[config.mk]
export PLATFORM = sky130hd
export DESIGN_NAME = seq_alu_flat
export DESIGN_NICKNAME = d
export VERILOG_FILES = /design/src/rtl/seq_alu_if.sv /design/src/rtl/seq_alu.sv /design/src/flat_wrapper.sv
export SDC_FILE = /design/constraint.sdc
export NUM_CORES = 1
export LEC_CHECK = 0
export BUFFER_PORTS_ARGS = -buffer_cell sky130_fd_sc_hd__buf_4
export CAP_MARGIN = 25
export CORE_ASPECT_RATIO = 1.5
export CORE_UTILIZATION = 45
export DETAILED_ROUTE_END_ITERATION = 6
export GPL_ROUTABILITY_DRIVEN = 0
export PLACE_DENSITY = 0.62
export SLEW_MARGIN = 20
export SYNTH_ARGS = -nofsm -noshare
export SYNTH_HDL_FRONTEND = slang
export SYNTH_SLANG_ARGS = --single-unit
[constraint.sdc]
create_clock -name clk -period 9.8 [get_ports clk]
set_clock_uncertainty 0.2 [all_clocks]
set_input_delay 0.49 -clock clk [delete_from_list [all_inputs] [get_ports clk]]
set_output_delay 0.49 -clock clk [all_outputs]
set_load 0.1 [all_outputs]
[src/rtl/seq_alu_if.sv]
// Valid/ready operand and result bus for seq_alu.
// The master drives operands and the consumer ready; the slave returns the result.
interface seq_alu_if #(
    parameter int WIDTH = 8,
    parameter int OP_W  = 4
) ();
    logic             in_valid;
    logic             in_ready;
    logic [OP_W-1:0]  op;
    logic [WIDTH-1:0] ra_in;
    logic [WIDTH-1:0] rb_in;
    logic             out_valid;
    logic             out_ready;
    logic [WIDTH-1:0] res_out;
    logic [WIDTH-1:0] car_out;
    logic             zero;
    logic             jump;

    modport master (
        output in_valid, op, ra_in, rb_in, out_ready,
        input  in_ready, out_valid, res_out, car_out, zero, jump
    );

    modport slave (
        input  in_valid, op, ra_in, rb_in, out_ready,
        output in_ready, out_valid, res_out, car_out, zero, jump
    );
endinterface

[src/rtl/seq_alu.sv]
// Registered, handshaked ALU with saturating add/sub, shifts with carry-out,
// an EQ branch flag and an iterative signed multiply.
//   state | meaning
//   IDLE  | no result pending, ready to accept an op
//   BUSY  | MUL iterating, one multiplier bit per cycle
//   DONE  | result held until the consumer takes it
module seq_alu #(
    parameter int WIDTH = 8,
    parameter int OP_W  = 4
) (
    input  logic         clk,
    input  logic         rst_n,
    input  logic         flush,
    seq_alu_if.slave     bus
);
    localparam int CW = $clog2(WIDTH);
    localparam logic [OP_W-1:0] OP_AND  = OP_W'(0);
    localparam logic [OP_W-1:0] OP_SLT  = OP_W'(1);
    localparam logic [OP_W-1:0] OP_OR   = OP_W'(2);
    localparam logic [OP_W-1:0] OP_ADD  = OP_W'(3);
    localparam logic [OP_W-1:0] OP_SRL  = OP_W'(4);
    localparam logic [OP_W-1:0] OP_SRA  = OP_W'(5);
    localparam logic [OP_W-1:0] OP_EQ   = OP_W'(6);
    localparam logic [OP_W-1:0] OP_SUB  = OP_W'(8);
    localparam logic [OP_W-1:0] OP_MUL  = OP_W'(9);
    localparam logic [WIDTH:0]  SH_LIM  = (WIDTH+1)'(2*WIDTH);
    localparam logic [WIDTH-1:0] MAX_POS = {1'b0, {(WIDTH-1){1'b1}}};
    localparam logic [WIDTH-1:0] MIN_NEG = {1'b1, {(WIDTH-1){1'b0}}};

    typedef enum logic [1:0] {IDLE, BUSY, DONE} state_t;

    state_t state, state_nxt;

    logic [WIDTH-1:0]   ra, rb;
    logic               accept, is_mul;
    logic [WIDTH-1:0]   res_c, car_c;
    logic               jump_c;
    logic [WIDTH:0]     sum_add, sum_sub;
    logic [2*WIDTH-1:0] srl_v, sra_v;
    logic               sh_big;

    logic [WIDTH-1:0]   res_q, car_q;
    logic               zero_q, jump_q;
    logic [CW-1:0]      cnt;
    logic [2*WIDTH-1:0] mc, acc, acc_nxt, addend;
    logic [WIDTH-1:0]   mp;

    assign ra     = bus.ra_in;
    assign rb     = bus.rb_in;
    assign is_mul = (bus.op == OP_MUL);

    assign bus.in_ready  = (state == IDLE) || ((state == DONE) && bus.out_ready);
    assign accept        = bus.in_valid && bus.in_ready && !flush;
    assign bus.out_valid = (state == DONE);
    assign bus.res_out   = res_q;
    assign bus.car_out   = car_q;
    assign bus.zero      = zero_q;
    assign bus.jump      = jump_q;

    // Returns {car, res}; the extra sum bit disagreeing with the sign bit flags saturation.
    function automatic logic [2*WIDTH-1:0] saturate(input logic [WIDTH:0] s);
        if (s[WIDTH] == s[WIDTH-1])
            saturate = {{WIDTH{1'b0}}, s[WIDTH-1:0]};
        else if (!s[WIDTH])
            saturate = {{{(WIDTH-1){1'b0}}, 1'b1}, MAX_POS};
        else
            saturate = {{WIDTH{1'b1}}, MIN_NEG};
    endfunction

    always_ff @(posedge clk or negedge rst_n) begin
        if (!rst_n) state <= IDLE;
        else        state <= state_nxt;
    end

    always_comb begin
        state_nxt = state;
        case (state)
            IDLE: if (accept) state_nxt = is_mul ? BUSY : DONE;
            BUSY: if (cnt == '0) state_nxt = DONE;
            DONE: begin
                if (bus.out_ready) begin
                    if (accept) state_nxt = is_mul ? BUSY : DONE;
                    else        state_nxt = IDLE;
                end
            end
            default: state_nxt = IDLE;
        endcase
        if (flush) state_nxt = IDLE;
    end

    always_comb begin
        sum_add = {ra[WIDTH-1], ra} + {rb[WIDTH-1], rb};
        sum_sub = {ra[WIDTH-1], ra} - {rb[WIDTH-1], rb};
        sh_big  = ({1'b0, rb} >= SH_LIM);
        srl_v   = {ra, {WIDTH{1'b0}}} >> rb;
        sra_v   = $signed({ra, {WIDTH{1'b0}}}) >>> rb;
        res_c   = ra;
        car_c   = '0;
        jump_c  = 1'b0;
        case (bus.op)
            OP_AND: res_c = ra & rb;
            OP_SLT: res_c = {{(WIDTH-1){1'b0}}, ($signed(ra) < $signed(rb))};
            OP_OR:  res_c = ra | rb;
            OP_ADD: {car_c, res_c} = saturate(sum_add);
            OP_SUB: {car_c, res_c} = saturate(sum_sub);
            OP_SRL: {res_c, car_c} = sh_big ? '0 : srl_v;
            OP_SRA: {res_c, car_c} = sh_big ? {(2*WIDTH){ra[WIDTH-1]}} : sra_v;
            OP_EQ: begin
                res_c  = '0;
                jump_c = (ra == rb);
            end
            default: res_c = ra;
        endcase
    end

    // Last multiplier bit carries negative weight in two's complement, so it subtracts.
    always_comb begin
        addend = '0;
        if (mp[0]) addend = (cnt == '0) ? ('0 - mc) : mc;
        acc_nxt = acc + addend;
    end

    always_ff @(posedge clk or negedge rst_n) begin
        if (!rst_n) begin
            res_q  <= '0;
            car_q  <= '0;
            zero_q <= 1'b0;
            jump_q <= 1'b0;
            cnt    <= '0;
            mc     <= '0;
            mp     <= '0;
            acc    <= '0;
        end else if (!flush) begin
            if (accept) begin
                if (is_mul) begin
                    mc  <= {{WIDTH{ra[WIDTH-1]}}, ra};
                    mp  <= rb;
                    acc <= '0;
                    cnt <= CW'(WIDTH-1);
                end else begin
                    res_q  <= res_c;
                    car_q  <= car_c;
                    zero_q <= (res_c == '0);
                    jump_q <= jump_c;
                end
            end else if (state == BUSY) begin
                acc <= acc_nxt;
                mc  <= mc << 1;
                mp  <= mp >> 1;
                if (cnt == '0) begin
                    res_q  <= acc_nxt[WIDTH-1:0];
                    car_q  <= acc_nxt[2*WIDTH-1:WIDTH];
                    zero_q <= (acc_nxt[WIDTH-1:0] == '0);
                    jump_q <= 1'b0;
                end else begin
                    cnt <= cnt - 1'b1;
                end
            end
        end
    end
endmodule

[src/flat_wrapper.sv]
// flat-port wrapper written by rule: the top's interface ports become plain ports
module seq_alu_flat 
#(
    parameter int WIDTH = 8,
    parameter int OP_W  = 4
)
  (clk, rst_n, flush, bus_in_valid, bus_op, bus_ra_in, bus_rb_in, bus_out_ready, bus_in_ready, bus_out_valid, bus_res_out, bus_car_out, bus_zero, bus_jump);
  seq_alu_if #(.WIDTH(WIDTH), .OP_W(OP_W)) bus_i ();
  input  logic clk;
  input  logic rst_n;
  input  logic flush;
  input wire logic [$bits(bus_i.in_valid)-1:0] bus_in_valid;
  input wire logic [$bits(bus_i.op)-1:0] bus_op;
  input wire logic [$bits(bus_i.ra_in)-1:0] bus_ra_in;
  input wire logic [$bits(bus_i.rb_in)-1:0] bus_rb_in;
  input wire logic [$bits(bus_i.out_ready)-1:0] bus_out_ready;
  output wire logic [$bits(bus_i.in_ready)-1:0] bus_in_ready;
  output wire logic [$bits(bus_i.out_valid)-1:0] bus_out_valid;
  output wire logic [$bits(bus_i.res_out)-1:0] bus_res_out;
  output wire logic [$bits(bus_i.car_out)-1:0] bus_car_out;
  output wire logic [$bits(bus_i.zero)-1:0] bus_zero;
  output wire logic [$bits(bus_i.jump)-1:0] bus_jump;
  assign bus_i.in_valid = bus_in_valid;
  assign bus_i.op = bus_op;
  assign bus_i.ra_in = bus_ra_in;
  assign bus_i.rb_in = bus_rb_in;
  assign bus_i.out_ready = bus_out_ready;
  assign bus_in_ready = bus_i.in_ready;
  assign bus_out_valid = bus_i.out_valid;
  assign bus_res_out = bus_i.res_out;
  assign bus_car_out = bus_i.car_out;
  assign bus_zero = bus_i.zero;
  assign bus_jump = bus_i.jump;
  seq_alu #(.WIDTH(WIDTH), .OP_W(OP_W)) u_core (.clk(clk), .rst_n(rst_n), .flush(flush), .bus(bus_i));
endmodule
; Word level (Yosys, flattened, before mapping)
; Index checks and enable logic that the tools add are counted.
[totals]
register_bits = 63
inputBits = 25
out_inout_bits = 20
wordCells = 103
[op_classes]
n_addsub = 5
magnitude_cmp = 2
n_eq_ne = 19
n_shift = 2
mux = 47
bitwise = 3
n_reduce_logical = 16
[ops]
columns = operator, n
row1 = $mux W16, 14
row2 = $mux W8, 11
row3 = $pmux W8 S8, 1
row4 = $pmux W8 S4, 1
row5 = $add A16 B16 Y16, 1
row6 = $logic_not A8 Y1, 2
row7 = $shr A16 B8 Y16, 1
row8 = $sshr A16 B8 Y16, 1
row9 = $sub A1 B16 Y16 const A, 1
row10 = $eq A4 B3 Y1 const B, 3
row11 = $mux W2, 6
row12 = $mux W3, 4
row13 = $add A8 B8 Y9, 1
row14 = $mux W1, 9
row15 = $sub A8 B8 Y9, 1
row16 = $and A8 B8 Y8, 1
row17 = $eq A4 B2 Y1 const B, 2
row18 = $eq A4 B4 Y1 const B, 2
row19 = $eq A8 B8 Y1, 1
row20 = $ge A8 B5 Y1 const B, 1
row21 = $lt A8 B8 Y1, 1
row22 = $or A8 B8 Y8, 1
row23 = $reduce_and A4 Y1, 2
row24 = $ne A3 B2 Y1 const B, 2
row25 = other kinds (18), 24

; Depth between registers and ports, before layout
; Gate-level depths: netlist of the first run.
[depth]
ltp_word = 9
mapped_depth = 19
ltp_nobuf = 17

; Worst setup path before layout of the first run
; Ideal clock, no wire load.
[synth_timing]
path_type = input to register
startpoint = input port bus_rb_in[1]
endpoint = register u_core.zero_q (netlist: u_core.bus.zero)
setup_time_ps = 80
t_arrival_ps = 4185
required_ps = 9520
setup_slack_ps = 5335
stages = 18
n_path_buf = 3
path_cell_list = clkbuf_8 -> clkinv_1 -> ha_1 -> or2_2 -> a221o_1 -> a21oi_1 -> nor2_1 -> o31ai_1 -> xor2_1 -> ha_1 -> buf_1 -> clkbuf_8 -> a21bo_2 -> o211ai_1 -> a41oi_1 -> nor2_1 -> or4bb_1 -> o211ai_2
[synth_between]
elab_chain_len = 7
elab_cells_between_ends = 20
cone_classes = add/sub: 2 / order compare: 2 / eq/ne: 2 / shift: 2 / mux: 9 / bitwise: 2 / reduce/logical: 1
[synth_rtl]
columns = item, line
row1 = from (decl), flat_wrapper.sv:15  ; input wire logic [$bits(bus_i.rb_in)-1:0] bus_rb_in;
row2 = $sub A8 B8 Y9 / $add A8 B8 Y9 (equally long branches), "seq_alu.sv:93, seq_alu.sv:92"
row3 = $mux W16 / $eq A1 B1 Y1 (equally long branches), "seq_alu.sv:64, seq_alu.sv:62"
row4 = $mux W16, seq_alu.sv:62  ; if (s[WIDTH] == s[WIDTH-1])
row5 = $pmux W8 S8 *, seq_alu.sv:100  ; case (bus.op)
row6 = $logic_not A8 Y1 *, seq_alu.sv:143  ; zero_q <= (res_c == '0);
row7 = $mux W1 *, seq_alu.sv:135  ; if (is_mul) begin
row8 = $mux W1 *, seq_alu.sv:134  ; if (accept) begin
row9 = to (signal assigned), seq_alu.sv:143
row10 = to (signal assigned), seq_alu.sv:153  ; zero_q <= (acc_nxt[WIDTH-1:0] == '0);
row11 = to (decl), seq_alu.sv:43  ; logic zero_q, jump_q;
; Mark *: on every way between the ends. The rest lies on a longest branch, timed or not. The select of a mux whose other input is x is not followed.
; A chain may end at the register's enable or synchronous reset.

; Final worst setup path of the first run
; Ends and elaborated chain as after synthesis.

==> flow_summary.yaml, run 1 <==
drt:
  via_per_inst: 6.37
  drtPass1Iterations: 5
  drt_iter0_drc: 422
  drcViolationCount: 0
  wl_per_cell_um: 20.5
  antenna_left: 0
  num_vias: 6309
  routed_wl_um: 20300
worst_setup_path:
  startpoint_type: "input pin"
  path_delay_family: "compound AO/OA/AOI/OAI gates"
  rrSetupSlack_ps: 5660
  arrival_ps: 4970
  slowest_stage: "ha_1"
  ff2ff_path_depth: 15
  end_kind: "register"
  path_cells: "buf_4 > clkinv_1 > ha_1 > or2_2 > a221o_1 > a21oi_1 > nor2_1 > o31ai_1 > xor2_1 > ha_1 > nand2_1 > o311ai_0 > or3_1 > a41oi_1 > or4b_1 > o211ai_2"
  required_ps: 9860
  crit_cells: 16
  max_stage_delay_ps: 610
  cp_max_fo: 21
  path_common_cell: "ha_1"
  worstSetupPathType: "in2reg"
  critPathBufInv: 2
timing:
  slew_viol_final: 0
  relSlewSlack: 0.299
  rsz0062_at_grt: "false"
  min_period_ps: 4920
  fmax_ghz: 0.203
  report.final.hold_viol_count: 0
  final-setup-viol-count: 0
  setup_tns_ps: 0
  post-route-period-util: 0.502
  worst_pin_slew_ps: 1050
yosys:
  synth_area_leaders: "dfrtp_1 (25%), ha_1 (9.2%), nand2_1 (5.3%)"
  postSynthAreaPerCell_um2: 7.93
  yosysWarnings: 0
  synthArstFlopShare: 1.00
  synth_top_family_by_area: "compound AO/OA/AOI/OAI gates"
  synth-simple-area-share: 0.247
  synth_edf_count: 0
  yosysTopAreaCell: "dfrtp_1"
  yosysMostFrequentCell: "nand2_1"
  synthMuxAreaShare: 0.0342
  synth.distinct_cells: 93
  synth_top_flop_cell: "dfrtp_1"
  netlist_instances: 807
  synth_top_area_frac: 0.246
  yosys-top-cells-count: "nand2_1 (91), nor2_1 (84), dfrtp_1 (63)"
  syn_nets: 882
  mappedNetlistArea_mm2: 0.00640
  synth_xor_xnor_area_share: 0.0424
  synth_fa_ha_area_frac: 0.101
  ys_ff_latch: 63
  yosysSeqAreaShare: 0.246
  synth_compound_area_frac: 0.270
worst_hold_path:
  min_path_type: "in2async"
clock_network:
  cts_sinks: 63
  clkTransAtPathRegs_ps: 60
  holdBufCountCts: 0
  cts_buffers: 9
  post_cts_resized: 0
  htree_levels: 3
  postCtsSetupBuffers: 0
  cts.path.max_buffers: 2
  cts_tree: "built"
  clockRootBuffer: "clkbuf_16"
  clock_latency_ps: 340
job:
  max_cap_viol_count: 0
floorplanning:
  io_pins: 45
  rows: 53
  die-area_mm2: 0.0147
  die_w_um: 99.3
  start_util: 0.459
  coreArea_mm2: 0.0139
  die-height_um: 148
global_routing:
  antenna_found_initial: 0
  grt_pass1_vias: 6236
  overflow: 0
  grt_usage: 0.288
  grt_pass1_wl_um: 32800
  grt_max_degree: 64
layout:
  nNetsFinal: 895
  drive_gt1_frac: 0.130
  stdcell_count: 990
  n_antenna_cell: 0
  synthToLayoutAreaGrowth_pct: 9.98
power:
  vdd_drop_max_uv: 122
  p_per_area_mw_per_mm2: 233
  power_leakage_nw: 3.01
place:
  place_inst: 973
  post-dp-hpwl_um: 15500
  io_buffer_count: 44
run_status:
  outcome: "complete, no violations"
==> flip-flops by register name, summed over array words and instances, names as in the netlist <==
| register | count |
|---|---|
| u_core.acc | 16 |
| u_core.bus.car_out | 8 |
| u_core.bus.jump | 1 |
| u_core.bus.res_out | 8 |
| u_core.bus.zero | 1 |
| u_core.cnt | 3 |
| u_core.mc | 16 |
| u_core.mp | 8 |
| u_core.state | 2 |
==> power breakdown <==
part	internal [W]	switching (W)	total, W	leakage, nW
clock network	0.000197	0.000125	0.000321	0.142
logic	0.000290	0.000583	0.000872	2.10
registers	0.000352	0.0000912	0.000443	0.768
total	0.000838	0.000798	0.00164	3.01
==> cell type report <==
class                   instances  area [um^2]
inverters                      30          113
clock inverters                 7         72.6
multi-input cells             666         4460
clock buffers                   9          225
flip-flops and latches         63         1580
well taps                     165          206
repair buffers                 50          383
fillers                      1339         6890
==> layout by cell type (no fill, tap or decap), types with 9 or more instances in the layout <==
cell type / n
nand2_1: 91
nor2_1: 84
dfrtp_1: 63
a21oi_1: 54
buf_4: 49
ha_1: 47
o21ai_0: 45
a31oi_1: 37
inv_1: 28
nor2b_1: 18
nand3_1: 18
nor3_1: 17
and2_1: 16
xnor2_1: 16
xor2_1: 15
a211oi_1: 14
mux2i_1: 14
a21o_1: 10
clkbuf_16: 9
==> path summary, 6_finish.rpt <==
check | from | end
min in group clk | flush | u_core.state[1]
min | rst_n | u_core.cnt[1]
max | bus_rb_in[1] | u_core.bus.zero
max in group asynchronous | rst_n | u_core.bus.res_out[7]
max reg2reg | u_core.cnt[0] | u_core.bus.car_out[7]
min reg2reg | u_core.acc[7] | u_core.acc[7]
==> cells by family (layout without fill, tap and decap cells) <==
family	count (synthesis)	after routing
XOR/XNOR	31	31
AO/OA/AOI/OAI	255	255
multiplexers	20	20
buffers and inverters	78	96
AND/OR/NAND/NOR	310	310
adder cells (fa/ha/maj)	50	50
flip-flops	63	63
==> metal layers <==
metal | vias up | track usage | wire, um
li1 | 2976 | - | -
met1 | 2988 | 0.331 | 7850
met2 | 266 | 0.497 | 10100
met3 | 79 | 0.0364 | 1050
met4 | 0 | 0.189 | 1320
met5 | - | 0 | 0
==> per-stage QoR <==
stage          power [W]  setup WS (ps)  utilization  hold WS (ps)  instance area, um^2
2_1_floorplan    0.00110           5340            -         -5.59                 6400
3_3_place_gp     0.00129           4830        0.483           268                 6720
3_5_place_dp     0.00131           4620        0.483           272                 6720
4_1_cts          0.00164           4960        0.504          84.3                 7020
5_1_grt          0.00174           4590        0.505           115                 7030
6_report         0.00164           4880        0.505          17.9                 7030
Note: power is estimated with default switching activity, not from simulation.
==> inputs of run 2 (changes only) <==
- ABC_AREA: not set -> 1
- PLACE_DENSITY: 0.62 -> 0.65
- clock period: 9.8 -> 4.3 ns (I/O delays scaled with it)
==> run 2 against run 1 <==
Worst hold slack better by 23 ps. Power up 150%. Critical path depth up 3. Synthesized area down 1.3%. Setup slack worse by 4300 ps. Sequential share of layout area about the same. Flip-flop and latch count unchanged. Critical path type unchanged. Clock power up 130%. First-iteration DRC count down 24%. Die area down 1.3%. Design area about the same. Critical endpoint unchanged.
==> flow_summary.yaml, run 2 <==
global_routing:
  grt_pass1_vias: 6744
  antenna_found_initial: 0
  grt_usage: 0.306
  grt_pass1_wl_um: 34200
  overflow: 0
  grt_max_degree: 64
layout:
  fill_cells: 1419
  n_antenna_cell: 0
  nNetsFinal: 1063
  drive_gt1_frac: 0.138
  final_common_cell: "nand2_1"
  seq_area_mm2: 0.00158
  multiInputGateArea_mm2: 0.00412
  synthToLayoutAreaGrowth_pct: 11.6
  top_regs: "u_core.acc (16), u_core.mc (16)"
  mostFrequentLayoutCells: "nand2_1 (221), nand3_1 (87), inv_1 (86)"
floorplanning:
  rows: 52
  coreArea_mm2: 0.0136
  die-height_um: 147
  die_w_um: 98.7
  io_pins: 45
  die-area_mm2: 0.0145
  start_util: 0.464
timing:
  rsz0062_at_grt: "false"
  slew_viol_final: 0
  setup_ws_ps: 536
  post-route-period-util: 0.875
  fmax_ghz: 0.266
  relSlewSlack: 0.451
  report.final.hold_viol_count: 0
  whs_ps: 40.6
  min_period_ps: 3760
  setup_tns_ps: 0
  final-setup-viol-count: 0
  worst_pin_slew_ps: 823
worst_setup_path:
  max_stage_delay_ps: 530
  startpoint_type: "input pin"
  required_ps: 4360
  slowest_stage: "dlygate4sd3_1"
  path_common_cell: "nand2_1"
  path_cells: "dlygate4sd3_1 > buf_4 > inv_2 > ha_1 > nand2_1 > nand2_1 > a21oi_1 > nand3_1 > and2_1 > ha_1 > inv_1 > or2_2 > nand3_1 > nand2_1 > nor2_1 > nand4_1 > nor2_2 > nand3_2 > a21oi_2"
  worstSetupPathType: "in2reg"
  r2r-end: "u_core.bus.car_out[6]"
  arrival_ps: 3820
  startpoint: "bus_rb_in[5]"
  ff2ff_path_depth: 18
  cp_max_fo: 17
  end_kind: "register"
  rrSetupSlack_ps: 750
  crit_end: "u_core.bus.zero"
  r2r-start: "u_core.mc[0]"
drt:
  route.met3.wl_um: 974
  wl_per_cell_um: 18.0
  wl_met1_um: 7750
  antenna_left: 0
  drtPass1Iterations: 6
  drt_iter0_drc: 322
  routed_wl_um: 20800
  top_layer_used: "met4"
  num_vias: 6720
  dr_wl_met2_um: 10400
  via_per_inst: 5.82
  drcViolationCount: 0
power:
  power.share.combinational: 0.576
  swShare: 0.522
  p_per_area_mw_per_mm2: 580
  switchingPower_w: 0.00213
  power.internal_w: 0.00195
  seqPwrFrac: 0.245
  power_frac_clock: 0.179
  finalPower_w: 0.00408
  vdd_drop_max_uv: 307
  power_leakage_nw: 3.46
clock_network:
  clock_latency_ps: 330
  cts_sinks: 63
  cts_tree: "built"
  clockRootBuffer: "clkbuf_16"
  cts_buffers: 9
  htree_levels: 3
  cts.path.max_buffers: 2
  clkTransAtPathRegs_ps: 60
  postCtsSetupBuffers: 0
yosys:
  synth_top_area_frac: 0.250
  syn_nets: 1033
  synth_edf_count: 0
  postSynthAreaPerCell_um2: 6.59
  synth.distinct_cells: 57
  synthArstFlopShare: 1.00
  ys_ff_latch: 63
  yosysMostFrequentCell: "nand2_1"
  mappedNetlistArea_mm2: 0.00631
  synth_top_flop_cell: "dfrtp_1"
  yosysSeqAreaShare: 0.250
  yosysTopAreaCell: "dfrtp_1"
  yosys-top-cells-count: "nand2_1 (221), nand3_1 (87), inv_1 (86)"
  yosysWarnings: 0
  synth_area_leaders: "dfrtp_1 (25%), nand2_1 (13%), ha_1 (9.3%)"
  netlist_instances: 958
place:
  io_buffer_count: 44
  pre_cts_slack_ps: 643
  post-dp-hpwl_um: 16400
job:
  max_cap_viol_count: 0
worst_hold_path:
  min_path_type: "in2reg"
run_status:
  outcome: "complete, no violations"
-- run 2: cell type report --
| cell class | instances | area share |
|---|---|---|
| inverter | 117 | 0.0627 |
| clock buffer | 10 | 0.0325 |
| multi-input combinational | 745 | 0.585 |
| tap | 162 | 0.0288 |
| timing repair buffer | 52 | 0.0569 |
| clock inverter | 6 | 0.0101 |
| sequential | 63 | 0.224 |
-- run 2: critical path, delay by kind of cell --
family / cells / cell delay (ps)
AND/OR/NAND/NOR: 11 / 1420
AO/OA/AOI/OAI: 2 / 350
buffers and inverters: 4 / 1040
adder cells (fa/ha/maj): 2 / 770
-- run 2: worst min path at each step --
stage / start / end / slack [ps] / cells after the start
global placement: rst_n / u_core.mc[12] / 170 / 1
detailed placement: rst_n / u_core.mc[12] / 160 / 1
global route: bus_rb_in[6] / u_core.mp[6] / 50 / 3
CTS: bus_op[0] / u_core.bus.jump / 20 / 4
finish: bus_rb_in[7] / u_core.mp[7] / 40 / 3
floorplan: rst_n / u_core.acc[0] / -280 / 0
-- run 2: kinds of logic (layout without fill, tap and decap cells) --
logic type | Yosys count | in the layout | share of synthesized area
AND/OR/NAND/NOR | 464 | 464 | 0.334
flip-flops | 63 | 63 | 0.250
AO/OA/AOI/OAI | 220 | 220 | 0.200
XOR/XNOR | 11 | 11 | 0.0153
adder cells (fa/ha/maj) | 50 | 50 | 0.103
buffers and inverters | 150 | 185 | 0.0979
-- run 2: through the flow --
step	std cells	area, um^2	utilization
after CTS	1155	7040	0.518
after global routing	1155	7040	0.518
after detailed placement	1135	6700	0.493
final	1155	7040	0.518
after global placement	1135	6700	0.493
after floorplan	958	6310	-
-- run 2: per-layer routing --
layer  global-route usage  vias up
met1                0.332     3078
met2                0.536      242
met4                0.240        0
li1                     -     3301
met3               0.0376       99
met5                    0        -
-- run 2: power groups by stage --
stage | Combinational (W) | Clock [W] | Sequential [W]
after global placement | 0.00232 | 0 | 0.00101
after floorplan | 0.00126 | 0 | 0.00150
after CTS | 0.00235 | 0.000740 | 0.00100
final | 0.00235 | 0.000732 | 0.00100
after global routing | 0.00260 | 0.000764 | 0.00103
after detailed placement | 0.00233 | 0 | 0.00101
-- run 2: what timing repair did --
item,in CTS,in global routing
gates resized for setup,0,0
hold buffers,4,0
endpoints found under the hold margin,65,0
==> inputs of run 3 (changes only) <==
- CELL_PAD_IN_SITES_DETAIL_PLACEMENT: not set -> 1
- CELL_PAD_IN_SITES_GLOBAL_PLACEMENT: not set -> 1
- CORE_UTILIZATION: 45 -> 40
- PLACE_DENSITY: 0.65 -> 0.78
==> run 3 against run 2 <==
Via count increased by 1.1%. Combinational power increased by 3%. Maximum frequency increased by 1.8%. Largest cell class unchanged.
==> flow_summary.yaml, run 3 (same netlist as run 2, synthesis figures left out) <==
drt:
  routed_wl_um: 23500
  drcViolationCount: 0
  wl_per_cell_um: 19.7
  via_per_inst: 5.70
  antenna_left: 0
  drt_iter0_drc: 236
  drtPass1Iterations: 4
  num_vias: 6796
worst_setup_path:
  startpoint: "u_core.mc[0]"
  arrival_ps: 3690
  required_ps: 4300
  r2r-end: "u_core.bus.car_out[5]"
  r2r-start: "u_core.mc[0]"
  crit_end: "u_core.bus.car_out[5]"
  end_kind: "register"
  cp_max_fo: 6
  ff2ff_path_depth: 17
  worstSetupPathType: "reg2reg"
  startpoint_type: "register"
  rrSetupSlack_ps: 600
layout:
  mostFrequentLayoutCells: "nand2_1 (221), nand3_1 (87), inv_1 (86)"
  multiInputGateArea_mm2: 0.00412
  nNetsFinal: 1064
  seq_area_mm2: 0.00158
  fill_cells: 2111
  final_common_cell: "nand2_1"
  top_regs: "u_core.acc (16), u_core.mc (16)"
  synthToLayoutAreaGrowth_pct: 12.7
  n_antenna_cell: 0
  drive_gt1_frac: 0.141
  final_area_mm2: 0.00711
power:
  vdd_drop_max_uv: 417
  finalPower_w: 0.00422
  p_per_area_mw_per_mm2: 593
  power_leakage_nw: 3.48
timing:
  report.final.hold_viol_count: 0
  min_period_ps: 3700
  relSlewSlack: 0.414
  fmax_ghz: 0.270
  final-setup-viol-count: 0
  post-route-period-util: 0.860
  setup_tns_ps: 0
  worst_pin_slew_ps: 879
  slew_viol_final: 0
  rsz0062_at_grt: "false"
place:
  placedInstanceArea_mm2: 0.00676
  io_buffer_count: 44
  post-dp-hpwl_um: 18800
worst_hold_path:
  min_path_type: "in2reg"
  min_from: "bus_rb_in[5]"
floorplanning:
  die_w_um: 105
  rows: 55
  coreArea_mm2: 0.0153
  die-area_mm2: 0.0163
  start_util: 0.413
  die-height_um: 156
  io_pins: 45
clock_network:
  clkTransAtPathRegs_ps: 60
  cts_sinks: 63
  clockRootBuffer: "clkbuf_16"
  cts_tree: "built"
  cts.path.max_buffers: 2
  clock_latency_ps: 340
  cts_buffers: 9
  postCtsSetupBuffers: 0
  htree_levels: 3
  post_cts_resized: 0
global_routing:
  overflow: 0
  antenna_found_initial: 0
  grt_pass1_vias: 7494
  grt_usage: 0.304
  grt_pass1_wl_um: 38500
  grt_max_degree: 64
run_status:
  outcome: "complete, no violations"
job:
  max_cap_viol_count: 0
[run 3: through the flow]
step	setup WS (ps)	instances	hold WS, ps	utilization
detailed placement	597	1174	185	0.443
CTS	578	1193	0.179	0.466
floorplan	1060	958	-281	-
finish	603	1193	4.06	0.466
global route	177	1193	37.8	0.466
global placement	650	1174	176	0.443
[run 3: timing repair]
action,4_1_cts,5_1_grt
hold buffers,3,0
setup endpoints to repair,0,0
hold endpoints to repair,64,0
[run 3: where the power goes]
group,switching (W),leakage [nW],internal [W]
clock network,0.000284,0.152,0.000508
logic,0.00173,2.57,0.000689
registers,0.000191,0.759,0.000820
total,0.00220,3.48,0.00202
[run 3: how the worst min path moves through the flow]
stage	endpoint	slack, ps	cells after the start
after detailed placement	u_core.mc[8]	180	1
after global routing	u_core.mp[5]	40	3
final	u_core.mp[5]	4	3
after global placement	u_core.cnt[2]	180	1
after floorplan	u_core.acc[0]	-280	0
after CTS	u_core.mp[5]	0.2	3
[run 3: layout make-up]
type / instances / share of cell area
clock inverters: 7 / 0.0137
multi-input cells: 745 / 0.579
inverters: 117 / 0.0621
repair buffers: 53 / 0.0570
clock buffers: 9 / 0.0317
flip-flops and latches: 63 / 0.222
well taps: 199 / 0.0350
[run 3: layer usage]
layer,share of wire,GRT usage,vias to the layer above
met5,0,0,-
met4,0.067,0.200,0
met3,0.026,0.0343,82
met2,0.53,0.582,141
met1,0.38,0.308,3285
li1,-,-,3288
[run 3: worst max-delay path, stage by stage, from the launching register on]
cell	delay (ps)
dfrtp_1	390
inv_1	110
ha_1	220
nand3_1	100
nor3_1	210
a31oi_1	170
a21oi_1	270
inv_1	90
o21ai_0	150
a21oi_1	70
ha_1	380
nand2_1	120
nor2_1	60
nand3_1	80
o2111ai_1	240
a21o_1	250
o21ai_0	300
a31oi_1	140
